==> config.mk <==
export PLATFORM = sky130hd
export DESIGN_NAME = card_dealer
export DESIGN_NICKNAME = d
export VERILOG_FILES = /design/src/rtl/card_dealer.sv
export SDC_FILE = /design/constraint.sdc
export NUM_CORES = 1
export LEC_CHECK = 0
export BUFFER_PORTS_ARGS = -buffer_cell sky130_fd_sc_hd__buf_4
export CAP_MARGIN = 20
export CORE_MARGIN = 5
export CORE_UTILIZATION = 40
export CTS_BUF_LIST = sky130_fd_sc_hd__clkbuf_4
export CTS_CLUSTER_DIAMETER = 80
export DETAILED_ROUTE_END_ITERATION = 8
export HOLD_SLACK_MARGIN = 0.12
export PLACE_DENSITY = 0.63
export SLEW_MARGIN = 20
export SYNTH_ARGS = -nofsm -noshare
export SYNTH_HDL_FRONTEND = slang
export SYNTH_SLANG_ARGS = --single-unit
==> constraint.sdc <==
create_clock -name clk_50M -period 3.4 [get_ports clk_50M]
set_clock_uncertainty 0.1 [all_clocks]
set_input_delay 0.68 -clock clk_50M [delete_from_list [all_inputs] [get_ports clk_50M]]
set_output_delay 0.68 -clock clk_50M [all_outputs]
set_load 0.005 [all_outputs]
==> src/rtl/card_dealer.sv <==
// rtl/card_dealer.sv - single-deck blackjack card dealer with per-rank counters
//
// Purpose: keeps a 52-card deck as 13 rank counters (0..4 each). A draw
//   picks a start rank from the free-running seed and walks forward one rank
//   per cycle until it finds a non-empty rank, then delivers that card.
// Ports:
//   clk_50M      system clock, rising-edge active
//   i_Reset_n    asynchronous active-low reset (full deck, IDLE)
//   i_Seed       free-running count used as the random source
//   i_Draw       draw request, sampled level, accepted only in IDLE
//   i_Shuffle    restore a full deck, accepted only in IDLE, beats i_Draw
//   o_Card       drawn rank 1..13 (A,2..10,J,Q,K); 0 after reset
//   o_Value      blackjack points of o_Card (J/Q/K = 10, Ace = 1)
//   o_Valid      one-cycle pulse marking a new o_Card/o_Value
//   o_Busy       high while a draw is in progress
//   o_Empty      high when no cards remain
//   o_Remaining  cards left in the deck (0..52)

module card_dealer #(
  parameter int SEED_WIDTH = 12
) (
  input  logic                  clk_50M,
  input  logic                  i_Reset_n,
  input  logic [SEED_WIDTH-1:0] i_Seed,
  input  logic                  i_Draw,
  input  logic                  i_Shuffle,
  output logic [3:0]            o_Card,
  output logic [3:0]            o_Value,
  output logic                  o_Valid,
  output logic                  o_Busy,
  output logic                  o_Empty,
  output logic [5:0]            o_Remaining
);

  typedef enum logic [1:0] {
    IDLE    = 2'd0,
    SEARCH  = 2'd1,
    DELIVER = 2'd2
  } state_t;

  state_t     state_q, state_d;
  logic [2:0] count_q [13];
  logic [2:0] count_d [13];
  logic [5:0] rem_q, rem_d;
  logic [3:0] idx_q, idx_d;
  logic [3:0] card_q, card_d;
  logic [3:0] value_q, value_d;
  logic [3:0] seed_idx;

  // Only the low nibble of the seed picks the start rank.
  logic unused_seed;
  assign unused_seed = ^i_Seed[SEED_WIDTH-1:4];

  // Fold 13..15 back onto 0..2 so every seed maps to a rank index.
  assign seed_idx = (i_Seed[3:0] >= 4'd13) ? (i_Seed[3:0] - 4'd13) : i_Seed[3:0];

  always_ff @(posedge clk_50M or negedge i_Reset_n) begin
    if (!i_Reset_n) begin
      state_q <= IDLE;
      for (int r = 0; r < 13; r++) count_q[r] <= 3'd4;
      rem_q   <= 6'd52;
      idx_q   <= 4'd0;
      card_q  <= 4'd0;
      value_q <= 4'd0;
    end else begin
      state_q <= state_d;
      for (int r = 0; r < 13; r++) count_q[r] <= count_d[r];
      rem_q   <= rem_d;
      idx_q   <= idx_d;
      card_q  <= card_d;
      value_q <= value_d;
    end
  end

  always_comb begin
    state_d = state_q;
    for (int r = 0; r < 13; r++) count_d[r] = count_q[r];
    rem_d   = rem_q;
    idx_d   = idx_q;
    card_d  = card_q;
    value_d = value_q;
    case (state_q)
      IDLE: begin
        if (i_Shuffle) begin
          for (int r = 0; r < 13; r++) count_d[r] = 3'd4;
          rem_d = 6'd52;
        end else if (i_Draw && (rem_q != 6'd0)) begin
          idx_d   = seed_idx;
          state_d = SEARCH;
        end
      end
      SEARCH: begin
        // Entered only with cards left, so this walk always finds one.
        if (count_q[idx_q] != 3'd0) begin
          count_d[idx_q] = count_q[idx_q] - 3'd1;
          rem_d          = rem_q - 6'd1;
          card_d         = idx_q + 4'd1;
          value_d        = (idx_q >= 4'd10) ? 4'd10 : (idx_q + 4'd1);
          state_d        = DELIVER;
        end else begin
          idx_d = (idx_q == 4'd12) ? 4'd0 : (idx_q + 4'd1);
        end
      end
      DELIVER: state_d = IDLE;
      default: state_d = IDLE;
    endcase
  end

  assign o_Card      = card_q;
  assign o_Value     = value_q;
  assign o_Valid     = (state_q == DELIVER);
  assign o_Busy      = (state_q != IDLE);
  assign o_Remaining = rem_q;
  assign o_Empty     = (rem_q == 6'd0);

endmodule
# Word-level counts from Yosys, hierarchy flattened
# Index checks and enable logic that the tools add are counted.
dict set report op_classes {
  addsub 4
  magnitude_cmp 4
  eq_ne 8
  mux 23
  bitwise 1
  n_reduce_logical 12
}
# operator count
set ops {}
lappend ops {{39-bit two-way mux} 2}
lappend ops {{39-bit one-hot mux with 2 select lines} 1}
lappend ops {{39-bit bitwise mux} 1}
lappend ops {{4-bit two-way mux} 6}
lappend ops {{3-bit binary-select mux with 4-bit select} 1}
lappend ops {{3-bit demux with 4-bit select} 1}
lappend ops {{6-bit two-way mux} 2}
lappend ops {{6-bit one-hot mux with 2 select lines} 1}
lappend ops {{2-bit != test (second input constant)} 5}
lappend ops {{3-bit two-way mux} 3}
lappend ops {{4-bit >= comparator (second input constant)} 2}
lappend ops {{4-bit one-hot mux with 2 select lines} 1}
lappend ops {{6-bit logical NOT} 1}
lappend ops {{2-bit two-way mux} 3}
lappend ops {{3-bit AND reduction} 2}
lappend ops {{6-bit nonzero test} 1}
lappend ops {{6-bit by 1-bit subtractor with 6-bit output (second input constant)} 1}
lappend ops {{5-bit >= comparator (second input constant)} 1}
lappend ops {{5-bit by 1-bit < comparator with 1-bit output (second input constant)} 1}
lappend ops {{4-bit NOT with 5-bit output} 1}
lappend ops {{4-bit by 1-bit adder with 4-bit output (second input constant)} 1}
lappend ops {{4-bit equality test (second input constant)} 1}
lappend ops {{2-bit one-hot mux with 2 select lines} 1}
lappend ops {{4-bit AND reduction} 1}
lappend ops {{other kinds (9)} 11}
dict set report word_totals {
  regBits 59
  input_bits 16
  out_inout_bits 17
  wordCells 70
}

# Longest topological paths before layout
# Gate-level depths: netlist of the first run.
dict set report logic_depth {
  depth_word 8
  mapped_depth 14
  ltp_nobuf 11
}

# Worst setup path before layout of the first run
# No wires, ideal clock.
dict set report synth_timing {
  kind {register to register}
  from {reg idx_q[0]}
  to {reg count_q[3] in the netlist's numbering}
  setup_time_ns 0.122
  arrival_time_ns 2.802
  required_ns 3.178
  path_slack_ns 0.377
  stages_incl_launch_ff 14
  path_buffers 3
  synth_period_minus_slack_ns 3.023
  path_cell_list {dfrtp_1 buf_6 buf_6 nor3b_1 a32oi_1 o21a_1 and3b_1 ha_1 ha_1 or3b_1 buf_6 a21oi_4 nand2_1 a32o_1}
}
dict set report synth_between {
  elab_chain_len 8
  word_cells_on_any_way 16
  classes_between {1 x add/sub; 2 x order compare; 1 x eq/ne; 8 x mux; 1 x bitwise; 3 x reduce/logical}
}
# item line_no
set synth_lines {}
lappend synth_lines {{start, declared} 45} ;# logic [3:0] idx_q, idx_d;
lappend synth_lines {{start signal, assigned} 69} ;# idx_q <= idx_d;
lappend synth_lines {{4-bit NOT with 5-bit output (implied by the code) *} {94, 95}}
lappend synth_lines {{3-bit binary-select mux with 4-bit select, or another cell as far along} {94, 95}}
lappend synth_lines {{3-bit two-way mux (implied by the code) or 1-bit logical AND (tied branches)} {94, 95}}
lappend synth_lines {{3-bit two-way mux, on equally long branches} {94, 95}}
lappend synth_lines {{3-bit by 1-bit subtractor with 3-bit output or 3-bit demux with 4-bit select (tied branches)} 95} ;# count_d[idx_q] = count_q[idx_q] - 3'd1;
lappend synth_lines {{39-bit bitwise mux} 95}
lappend synth_lines {{39-bit two-way mux} 94} ;# if (count_q[idx_q] != 3'd0) begin
lappend synth_lines {{39-bit one-hot mux with 2 select lines} 82} ;# case (state_q)
lappend synth_lines {{end, declared} 42} ;# logic [2:0] count_q [13];
# Mark *: on every way between the ends. The rest lies on a longest branch, timed or not. The select of a mux whose other input is x is not followed.
# A chain may end at the register's enable or synchronous reset.

# Worst setup path after layout of the first run
# Same ends and word-level chain as after synthesis.

==> impl_metrics.toml, run 1 <==
[sta]
fmax_mhz = 316
max_slew.worst_pin.slew_ns = 0.975
rsz0062_at_grt = "no"
hold_viol = 0
pins_over_their_slew_limit = 0
setup_violations = 0
final_critical_path_time_including_i_o_delays_and_setup_ns = 3.16
setup_total_negative_slack_ns = 0
final_min_period_over_clock_period_pct = 93.0
final.hold.worst_slack_ns = 0.235
relSlewSlack_pct = 35.0

[layout]
antenna-diode-count = 0
most_common_cell_after_layout_fill_and_taps_aside = "sky130_fd_sc_hd__buf_4"
syn_to_final_growth_pct = 15.2
fin_area_um2 = 3760
num-nets-final = 361
final_cell_mix = "44 x sky130_fd_sc_hd__buf_4, 41 x sky130_fd_sc_hd__dfrtp_1, 28 x sky130_fd_sc_hd__nand2_1, 16 x sky130_fd_sc_hd__dfstp_2, 14 x sky130_fd_sc_hd__inv_1"
final-instance-count-excl-fill = 445
drive_above_1_share_pct = 30.9

[grt]
grt_max_degree = 60
antenna_violations_before_repair = 0
grt-ovfl-total = 0
global_route_wire_length_before_repair_um = 13000
first_global_vias = 2516
grtUsageTotal_pct = 16.5

[clock_tree]
cts-root-to-sink-buffers = 2
cts_tree = "built"
library_cell_used_as_clock_root_buffer = "sky130_fd_sc_hd__clkbuf_4"
tritoncts.num_buffers = 9
worst_skew_late_latency_ns = 0.41
path_clk_slew_ns = 0.10
htreeDepth = 3
cts.sink_count = 59

[routing]
count_of_antenna_violating_nets_left_after_detailed_routing = 0
via_count = 2488
routedWlPerCell_um = 17.4
vias_per_cell = 5.59
drcViolationCount = 0
drt_first_iter_violations = 114
drt_wl_total_um = 7750
drtPass1Iterations = 4

[placement]
detailed_place_hpwl_um = 5490
finalWeightedCongestion = 0.872
placedInstanceArea_um2 = 3610
buffer_ports.inserted = 24
placed_cells = 429

[power]
leakagePower_nw = 1.71
fraction_of_power_consumed_by_the_clock_network_pct = 16.6
intPower_w = 0.00197
power.sequential.fraction_pct = 33.6
post-layout-total-power_w = 0.00332
power_frac_comb_pct = 49.8
p_switching_w = 0.00135
power_switching_share_pct = 40.6
vdd.ir_drop.worst_v = 0.000251
power-per-cell-area_nw_per_um2 = 883

[floorplanning]
die_x_um = 100
std_cell_rows = 33
io_pins = 33
die_area_um2 = 10100
floorplan.die.height_um = 100
core-area_um2 = 8090
start_util_pct = 40.4

[synthesis]
synthArstFlopShare_pct = 100
postSynthCellCount = 301
synthDistinctLibCells = 58
syn_nets = 327
synth.yosys.seq_area_share_pct = 45.8
ys.warnings.count = 0
ys_seq_elements = 59
synth_edf_count = 0
cell_area_synth_um2 = 3270
post_synth.cell_area_avg_um2 = 10.9
synth_flop_cell = "sky130_fd_sc_hd__dfrtp_1"

[run_status]
outcome = "finished clean"

[setup_path]
worstPathRequired_ns = 3.60
timing.setup.critical_path_class = "reg2reg"
worstSetupEndpointType = "register"
start_kind = "register"
timing.critical_path.fanout_max = 9
crit_arrival_ns = 3.36

[run]
reported_max_cap_violation_count = 0

[worst_hold_path]
holdCritPathClass = "in2async"
-- repair_timing --
action / in CTS / in global routing
resized for setup: 0 / 3
endpoints found under the setup margin: 0 / 18
setup buffers: 0 / 0
hold buffers: 0 / 0
endpoints found under the hold margin: 0 / 0
-- area by class of cell --
class                      count  area (um2)
multi-input combinational    205        1590
clock buffer                   9        67.6
fill                         791        4330
sequential                    59        1500
timing repair buffer          44         330
clock inverter                 7        82.6
inverter                      16        65.1
tap                          105         131
-- metrics by stage --
stage	setup WS, ns	util [%]
3_3_place_gp	0.161	44.6
2_1_floorplan	0.377	-
3_5_place_dp	0.126	44.6
4_1_cts	0.0997	46.4
5_1_grt	0.0668	46.5
6_report	0.238	46.5
-- synthesized netlist by cell type (3+ instances only) --
| master | n | share of area, % |
|---|---|---|
| sky130_fd_sc_hd__and2_1 | 7 | 1.3 |
| sky130_fd_sc_hd__a2bb2oi_1 | 3 | 0.80 |
| sky130_fd_sc_hd__inv_1 | 14 | 1.6 |
| sky130_fd_sc_hd__a21o_1 | 8 | 1.8 |
| sky130_fd_sc_hd__a32o_1 | 11 | 3.4 |
| sky130_fd_sc_hd__nand2b_1 | 7 | 1.3 |
| sky130_fd_sc_hd__a22o_1 | 11 | 2.9 |
| sky130_fd_sc_hd__and3_1 | 4 | 0.77 |
| sky130_fd_sc_hd__a22oi_1 | 8 | 1.8 |
| sky130_fd_sc_hd__mux4_2 | 8 | 5.5 |
| sky130_fd_sc_hd__o22ai_1 | 3 | 0.57 |
| sky130_fd_sc_hd__buf_2 | 7 | 1.1 |
| sky130_fd_sc_hd__nor2_1 | 9 | 1.0 |
| sky130_fd_sc_hd__o2bb2ai_1 | 3 | 0.80 |
| sky130_fd_sc_hd__nand2_1 | 28 | 3.2 |
| sky130_fd_sc_hd__clkbuf_1 | 8 | 0.92 |
| sky130_fd_sc_hd__o21ai_0 | 11 | 1.7 |
| sky130_fd_sc_hd__nor3b_1 | 3 | 0.69 |
| sky130_fd_sc_hd__dfrtp_1 | 43 | 33 |
| sky130_fd_sc_hd__a21oi_1 | 7 | 1.1 |
| sky130_fd_sc_hd__mux2_2 | 3 | 1.0 |
| sky130_fd_sc_hd__dfstp_2 | 16 | 13 |
| sky130_fd_sc_hd__nand2_2 | 4 | 0.77 |
| sky130_fd_sc_hd__mux2i_1 | 4 | 1.2 |
| sky130_fd_sc_hd__ha_1 | 10 | 3.8 |
| sky130_fd_sc_hd__buf_6 | 4 | 1.4 |
| sky130_fd_sc_hd__nand3_1 | 5 | 0.77 |
| sky130_fd_sc_hd__nor3_1 | 3 | 0.46 |
| sky130_fd_sc_hd__o211ai_1 | 3 | 0.69 |
| sky130_fd_sc_hd__xnor2_1 | 3 | 0.80 |
| sky130_fd_sc_hd__a31oi_1 | 6 | 1.1 |
| sky130_fd_sc_hd__nor2b_1 | 4 | 0.77 |
-- critical path, cell delays in order (launching register included) --
cell and delay [ns]:
sky130_fd_sc_hd__dfrtp_2 0.48, sky130_fd_sc_hd__buf_4 0.21, sky130_fd_sc_hd__mux4_2 0.38, sky130_fd_sc_hd__nand2_1 0.07, sky130_fd_sc_hd__and3b_1 0.17, sky130_fd_sc_hd__ha_1 0.19, sky130_fd_sc_hd__ha_1 0.24, sky130_fd_sc_hd__or3b_4 0.46
sky130_fd_sc_hd__buf_4 0.18, sky130_fd_sc_hd__a21oi_4 0.13, sky130_fd_sc_hd__nand2_1 0.14, sky130_fd_sc_hd__a32o_1 0.32
-- power groups by stage --
| stage | sequential [W] | clock, W | combinational (W) |
|---|---|---|---|
| 2_1_floorplan | 0.00107 | 0 | 0.00116 |
| 3_3_place_gp | 0.00112 | 0 | 0.00163 |
| 3_5_place_dp | 0.00112 | 0 | 0.00165 |
| 4_1_cts | 0.00111 | 0.000567 | 0.00166 |
| 5_1_grt | 0.00114 | 0.000604 | 0.00182 |
| 6_report | 0.00112 | 0.000552 | 0.00165 |
-- registers in the layout (all words and copies together), names as in the netlist --
| signal | flops |
|---|---|
| o_Card | 4 |
| o_Remaining | 6 |
| o_Value | 4 |
| state_q | 2 |
| count_q | 39 |
| idx_q | 4 |
-- worst paths after layout --
check                       startpoint          end  slack, ns  depth (start not counted)
hold / removal               i_Reset_n    o_Card[1]       0.24                          1
hold reg to reg            count_q[29]  count_q[29]       0.38                          2
min in group clk_50M       count_q[29]  count_q[29]       0.38                          2
setup reg to reg              idx_q[0]   count_q[3]       0.24                         11
setup / recovery              idx_q[0]   count_q[3]       0.24                         11
max in group asynchronous    i_Reset_n     idx_q[0]       2.43                          1
-- cells by family after synthesis --
family | count (synthesis) | share of synthesized area, %
and+or+nand+nor | 88 | 15.0
AOI/OAI and AO/OA | 87 | 20.6
DFF | 59 | 45.8
buffers and inverters | 37 | 5.71
muxes | 15 | 7.77
adders and majority gates | 10 | 3.83
xor gates and xnor gates | 5 | 1.34
-- layer usage --
metal,GRT usage (%),wire (um),up-vias
met3,5.14,335,11
met2,26.1,3740,50
met4,4.77,95,0
met5,0,0,-
met1,21.9,3590,1251
li1,-,-,1176
(Power assumes the default switching activity.)
==> run 2, diff against run 1 <==
Settings changed: MAX_ROUTING_LAYER set to met4.
==> run 2 against run 1 <==
  * Sequential share of layout area is the same
  * Flip-flop and latch count is the same
  * Critical path depth is the same
  * Critical endpoint unchanged
  * Hold slack lost 0.00059 ns
  * Largest power group unchanged
==> impl_metrics.toml, run 2 (synthesized netlist as in run 1, its figures left out) <==
[run_status]
outcome = "finished clean"

[clock_tree]
cts_tree = "built"
cts.sink_count = 59
cts_setup_buffers = 0
htreeDepth = 3
worst_skew_late_latency_ns = 0.41
library_cell_used_as_clock_root_buffer = "sky130_fd_sc_hd__clkbuf_4"
cts-root-to-sink-buffers = 2
tritoncts.num_buffers = 9
path_clk_slew_ns = 0.10

[layout]
fin_area_um2 = 3760
num-nets-final = 361
antenna-diode-count = 0
largest_register_ff_count = 39
num-fill-cells = 791
final_cell_mix = "44 x sky130_fd_sc_hd__buf_4, 41 x sky130_fd_sc_hd__dfrtp_1, 28 x sky130_fd_sc_hd__nand2_1, 16 x sky130_fd_sc_hd__dfstp_2, 14 x sky130_fd_sc_hd__inv_1"
final-instance-count-excl-fill = 445
syn_to_final_growth_pct = 15.2
most_common_cell_after_layout_fill_and_taps_aside = "sky130_fd_sc_hd__buf_4"
top_register = "count_q"
drive_above_1_share_pct = 30.9

[routing]
via_count = 2489
drt_wl_total_um = 7790
drcViolationCount = 0
drtPass1Iterations = 4
routedWlPerCell_um = 17.5
drt_first_iter_violations = 127
vias_per_cell = 5.59
count_of_antenna_violating_nets_left_after_detailed_routing = 0

[worst_hold_path]
holdCritPathClass = "in2async"

[power]
power-per-cell-area_nw_per_um2 = 883
leakagePower_nw = 1.71
vdd.ir_drop.worst_v = 0.000250

[placement]
placedInstanceArea_um2 = 3610
detailed_place_hpwl_um = 5490
placement.setup.worst_slack_ns = 0.126
buffer_ports.inserted = 24
finalWeightedCongestion = 0.887
placed_cells = 429

[grt]
met2_usage_pct = 26.4
first_global_vias = 2517
global_route_wire_length_before_repair_um = 13000
grtUsageTotal_pct = 17.0
groute.layer.met3.usage_pct = 5.14
antenna_violations_before_repair = 0
globalRoute.busiestLayer = "met2"
grt_max_degree = 60
grt-ovfl-total = 0
gr-usage-met1_pct = 21.7

[sta]
fin_ws_ns = 0.242
setup_violations = 0
final.hold.worst_slack_ns = 0.235
fmax_mhz = 317
pins_over_their_slew_limit = 0
final_min_period_over_clock_period_pct = 92.9
setup_total_negative_slack_ns = 0
relSlewSlack_pct = 34.0
max_slew.worst_pin.slew_ns = 0.989
hold_viol = 0
rsz0062_at_grt = "no"
final_critical_path_time_including_i_o_delays_and_setup_ns = 3.16

[floorplanning]
floorplan.die.height_um = 100
die_x_um = 100
start_util_pct = 40.4
core-area_um2 = 8090
io_pins = 33
die_area_um2 = 10100
std_cell_rows = 33

[setup_path]
cp_slowest_stage_delay_ns = 0.47
start_kind = "register"
crit_arrival_ns = 3.36
crit_start = "idx_q[0]"
worstSetupEndpointType = "register"
critical_path.reg2reg.startpoint = "idx_q[0]"
critical-path-slowest-cell = "sky130_fd_sc_hd__dfrtp_2"
path_cells = "buf_4, mux4_2, nand2_1, and3b_1, ha_1, ha_1, or3b_4, buf_4, a21oi_4, nand2_1, a32o_1"
worstPathRequired_ns = 3.60
timing.setup.critical_path_class = "reg2reg"
timing.critical_path.fanout_max = 9

[run]
reported_max_cap_violation_count = 0
[run 2: cell counts in the layout (fill, tap and decap cells not counted)]
Identical to the previous run, type by type.
[run 2: what timing repair did]
item | CTS | global route
setup endpoints to repair | 0 | 18
hold buffers | 0 | 0
resized for setup | 0 | 3
[run 2: through the flow]
step	utilization, %	total power [W]
final	46.5	0.00332
after global routing	46.5	0.00357
after CTS	46.4	0.00334
after detailed placement	44.6	0.00277
after global placement	44.6	0.00274
after floorplan	-	0.00223
[run 2: worst paths after layout]
path	end	slack, ns	cells past startpoint
setup / recovery	count_q[3]	0.24	11
hold / removal	o_Card[1]	0.23	1
setup reg to reg	count_q[3]	0.24	11
hold reg to reg	count_q[29]	0.38	2
max in group asynchronous	idx_q[0]	2.43	1
min in group clk_50M	count_q[29]	0.38	2
[run 2: per-layer routing]
layer  vias up  part of all wire, %
met5         -                    0
met4         0                  1.4
met3        11                  5.2
met2        57                   48
met1      1245                   46
li1       1176                    -
[run 2: power by group]
| group | leakage [nW] | switching, W | internal (W) | total (W) |
|---|---|---|---|---|
| Combinational | 0.888 | 0.000926 | 0.000726 | 0.00165 |
| Clock | 0.0845 | 0.000264 | 0.000290 | 0.000554 |
| Sequential | 0.742 | 0.000160 | 0.000956 | 0.00112 |
[run 2: worst max-delay path, delay by kind of cell (launching register included)]
family / cells / cell delay, ns
compound gates: 2 / 0.45
fa+ha+maj: 2 / 0.43
buf+inv: 2 / 0.39
flops: 1 / 0.47
mux: 1 / 0.37
simple gates: 4 / 0.84
[run 2: final cells by class]
class | instances | area, um2 | share of cell area, %
multi-input combinational | 205 | 1590 | 42.2
timing repair buffer | 44 | 330 | 8.78
clock buffer | 9 | 67.6 | 1.80
inverter | 16 | 65.1 | 1.73
clock inverter | 7 | 82.6 | 2.19
sequential | 59 | 1500 | 39.8
tap | 105 | 131 | 3.49
==> run 3, diff against run 2 <==
Settings changed: CORE_UTILIZATION 40 to 60, PLACE_DENSITY 0.63 to 0.86.
==> run 3 against run 2 <==
  * Routed wire length down 3.5%
  * Global-route usage up 7.1 points
  * First-iteration DRC count up 69%
  * Hold slack worse by 0.038 ns
  * Via count up 4.7%
  * Die area down 30%
  * Maximum frequency down 2.4%
  * Setup slack worse by 0.077 ns
==> impl_metrics.toml, run 3 (synthesized netlist as in run 1, its figures left out) <==
[run_status]
outcome = "finished clean"

[placement]
placed_cells = 391
detailed_place_hpwl_um = 5320
buffer_ports.inserted = 24
finalWeightedCongestion = 0.944

[power]
power-per-cell-area_nw_per_um2 = 896
p_switching_w = 0.00136
power.sequential.fraction_pct = 34.1
fraction_of_power_consumed_by_the_clock_network_pct = 16.6
leakagePower_nw = 1.70
intPower_w = 0.00195
vdd.ir_drop.worst_v = 0.000638
power_frac_comb_pct = 49.3
power_switching_share_pct = 41.0
post-layout-total-power_w = 0.00331

[setup_path]
cells_on_worst_reg2reg_path = 11
worstSetupEndpointType = "register"
worstPathRequired_ns = 3.61
start_kind = "register"
timing.critical_path.fanout_max = 6
crit_arrival_ns = 3.44
timing.setup.critical_path_class = "reg2reg"

[clock_tree]
worst_skew_late_latency_ns = 0.43
htreeDepth = 3
cts_setup_buffers = 0
cts.sink_count = 59
cts-root-to-sink-buffers = 2
ctsHoldBuffers = 0
cts_tree = "built"
path_clk_slew_ns = 0.10
postCtsResizedCells = 0
tritoncts.num_buffers = 9
library_cell_used_as_clock_root_buffer = "sky130_fd_sc_hd__clkbuf_4"

[layout]
final_cell_mix = "42 x sky130_fd_sc_hd__dfrtp_1, 41 x sky130_fd_sc_hd__buf_4, 28 x sky130_fd_sc_hd__nand2_1, 16 x sky130_fd_sc_hd__dfstp_2, 14 x sky130_fd_sc_hd__inv_1"
layout.core_utilization_pct = 71.0
top_register = "count_q"
drive_above_1_share_pct = 30.3
num-nets-final = 358
syn_to_final_growth_pct = 13.2
antenna-diode-count = 0
num-fill-cells = 378
most_common_cell_after_layout_fill_and_taps_aside = "sky130_fd_sc_hd__dfrtp_1"
largest_register_ff_count = 39
final-instance-count-excl-fill = 407

[routing]
via_count = 2607
routedWlPerCell_um = 18.5
drtPass1Iterations = 8
drcViolationCount = 0
vias_per_cell = 6.41
count_of_antenna_violating_nets_left_after_detailed_routing = 0
drt_wl_total_um = 7520
drt_first_iter_violations = 215

[grt]
first_global_vias = 2632
global_route_wire_length_before_repair_um = 13000
grtUsageTotal_pct = 24.2
grt_max_degree = 60
grt-ovfl-total = 0
antenna_violations_before_repair = 0

[sta]
hold_viol = 0
relSlewSlack_pct = 38.3
setup_total_negative_slack_ns = 0
final_critical_path_time_including_i_o_delays_and_setup_ns = 3.23
final_min_period_over_clock_period_pct = 95.1
rsz0062_at_grt = "no"
fmax_mhz = 309
pins_over_their_slew_limit = 0
final.hold.worst_slack_ns = 0.197
max_slew.worst_pin.slew_ns = 0.925
setup_violations = 0

[floorplanning]
die_area_um2 = 7020
core-area_um2 = 5200
die_x_um = 83.8
std_cell_rows = 26
floorplan.die.height_um = 83.8
start_util_pct = 62.8
io_pins = 33

[run]
reported_max_cap_violation_count = 0

[worst_hold_path]
holdCritPathClass = "in2async"
## run 3: path summary, 6_finish.rpt
kind	end	slack (ns)	from
worst max-delay path	count_q[3]	0.17	idx_q[0]
worst min-delay path	idx_q[1]	0.20	i_Reset_n
worst max register to register	count_q[3]	0.17	idx_q[0]
worst min register to register	count_q[29]	0.38	count_q[29]
max in group asynchronous	idx_q[1]	2.51	i_Reset_n
min in group clk_50M	count_q[29]	0.38	count_q[29]
## run 3: layout make-up
type	instances	area [um2]	area share (%)
clock inverters	7	82.6	2.23
repair buffers	41	308	8.32
flip-flops and latches	59	1500	40.5
multi-input cells	205	1590	43.0
clock buffers	9	67.6	1.83
well taps	70	87.6	2.37
inverters	16	65.1	1.76
## run 3: per-stage QoR
| stage | setup WS, ns | area, um2 |
|---|---|---|
| after floorplan | 0.377 | 3270 |
| after global placement | 0.0806 | 3540 |
| after detailed placement | 0.0745 | 3540 |
| after CTS | 0.0368 | 3690 |
| after global routing | 0.0377 | 3700 |
| final | 0.165 | 3700 |
## run 3: power groups by stage
stage / clock, W / sequential [W] / combinational (W)
detailed placement: 0 / 0.00114 / 0.00160
global route: 0.000594 / 0.00116 / 0.00179
global placement: 0 / 0.00113 / 0.00156
CTS: 0.000556 / 0.00112 / 0.00162
floorplan: 0 / 0.00107 / 0.00116
finish: 0.000551 / 0.00113 / 0.00163
## run 3: critical path, stage by stage, from the launching register on
cell	delay [ns]
sky130_fd_sc_hd__dfrtp_1	0.50
sky130_fd_sc_hd__buf_4	0.23
sky130_fd_sc_hd__mux4_2	0.37
sky130_fd_sc_hd__nand2_1	0.07
sky130_fd_sc_hd__and3b_1	0.17
sky130_fd_sc_hd__ha_1	0.19
sky130_fd_sc_hd__ha_1	0.24
sky130_fd_sc_hd__or3b_4	0.48
sky130_fd_sc_hd__buf_4	0.19
sky130_fd_sc_hd__a21oi_4	0.13
sky130_fd_sc_hd__nand2_1	0.12
sky130_fd_sc_hd__a32o_1	0.32
## run 3: layer usage
layer  GRT usage, %  vias up  share of wire (%)  routed length (um)
met5              -        -                  0                   0
met4           10.8        0                3.3                 250
met3           5.92       35                7.0                 524
met2           35.0      127                 46                3480
met1           32.3     1272                 43                3260
li1               -     1173                  -                   -
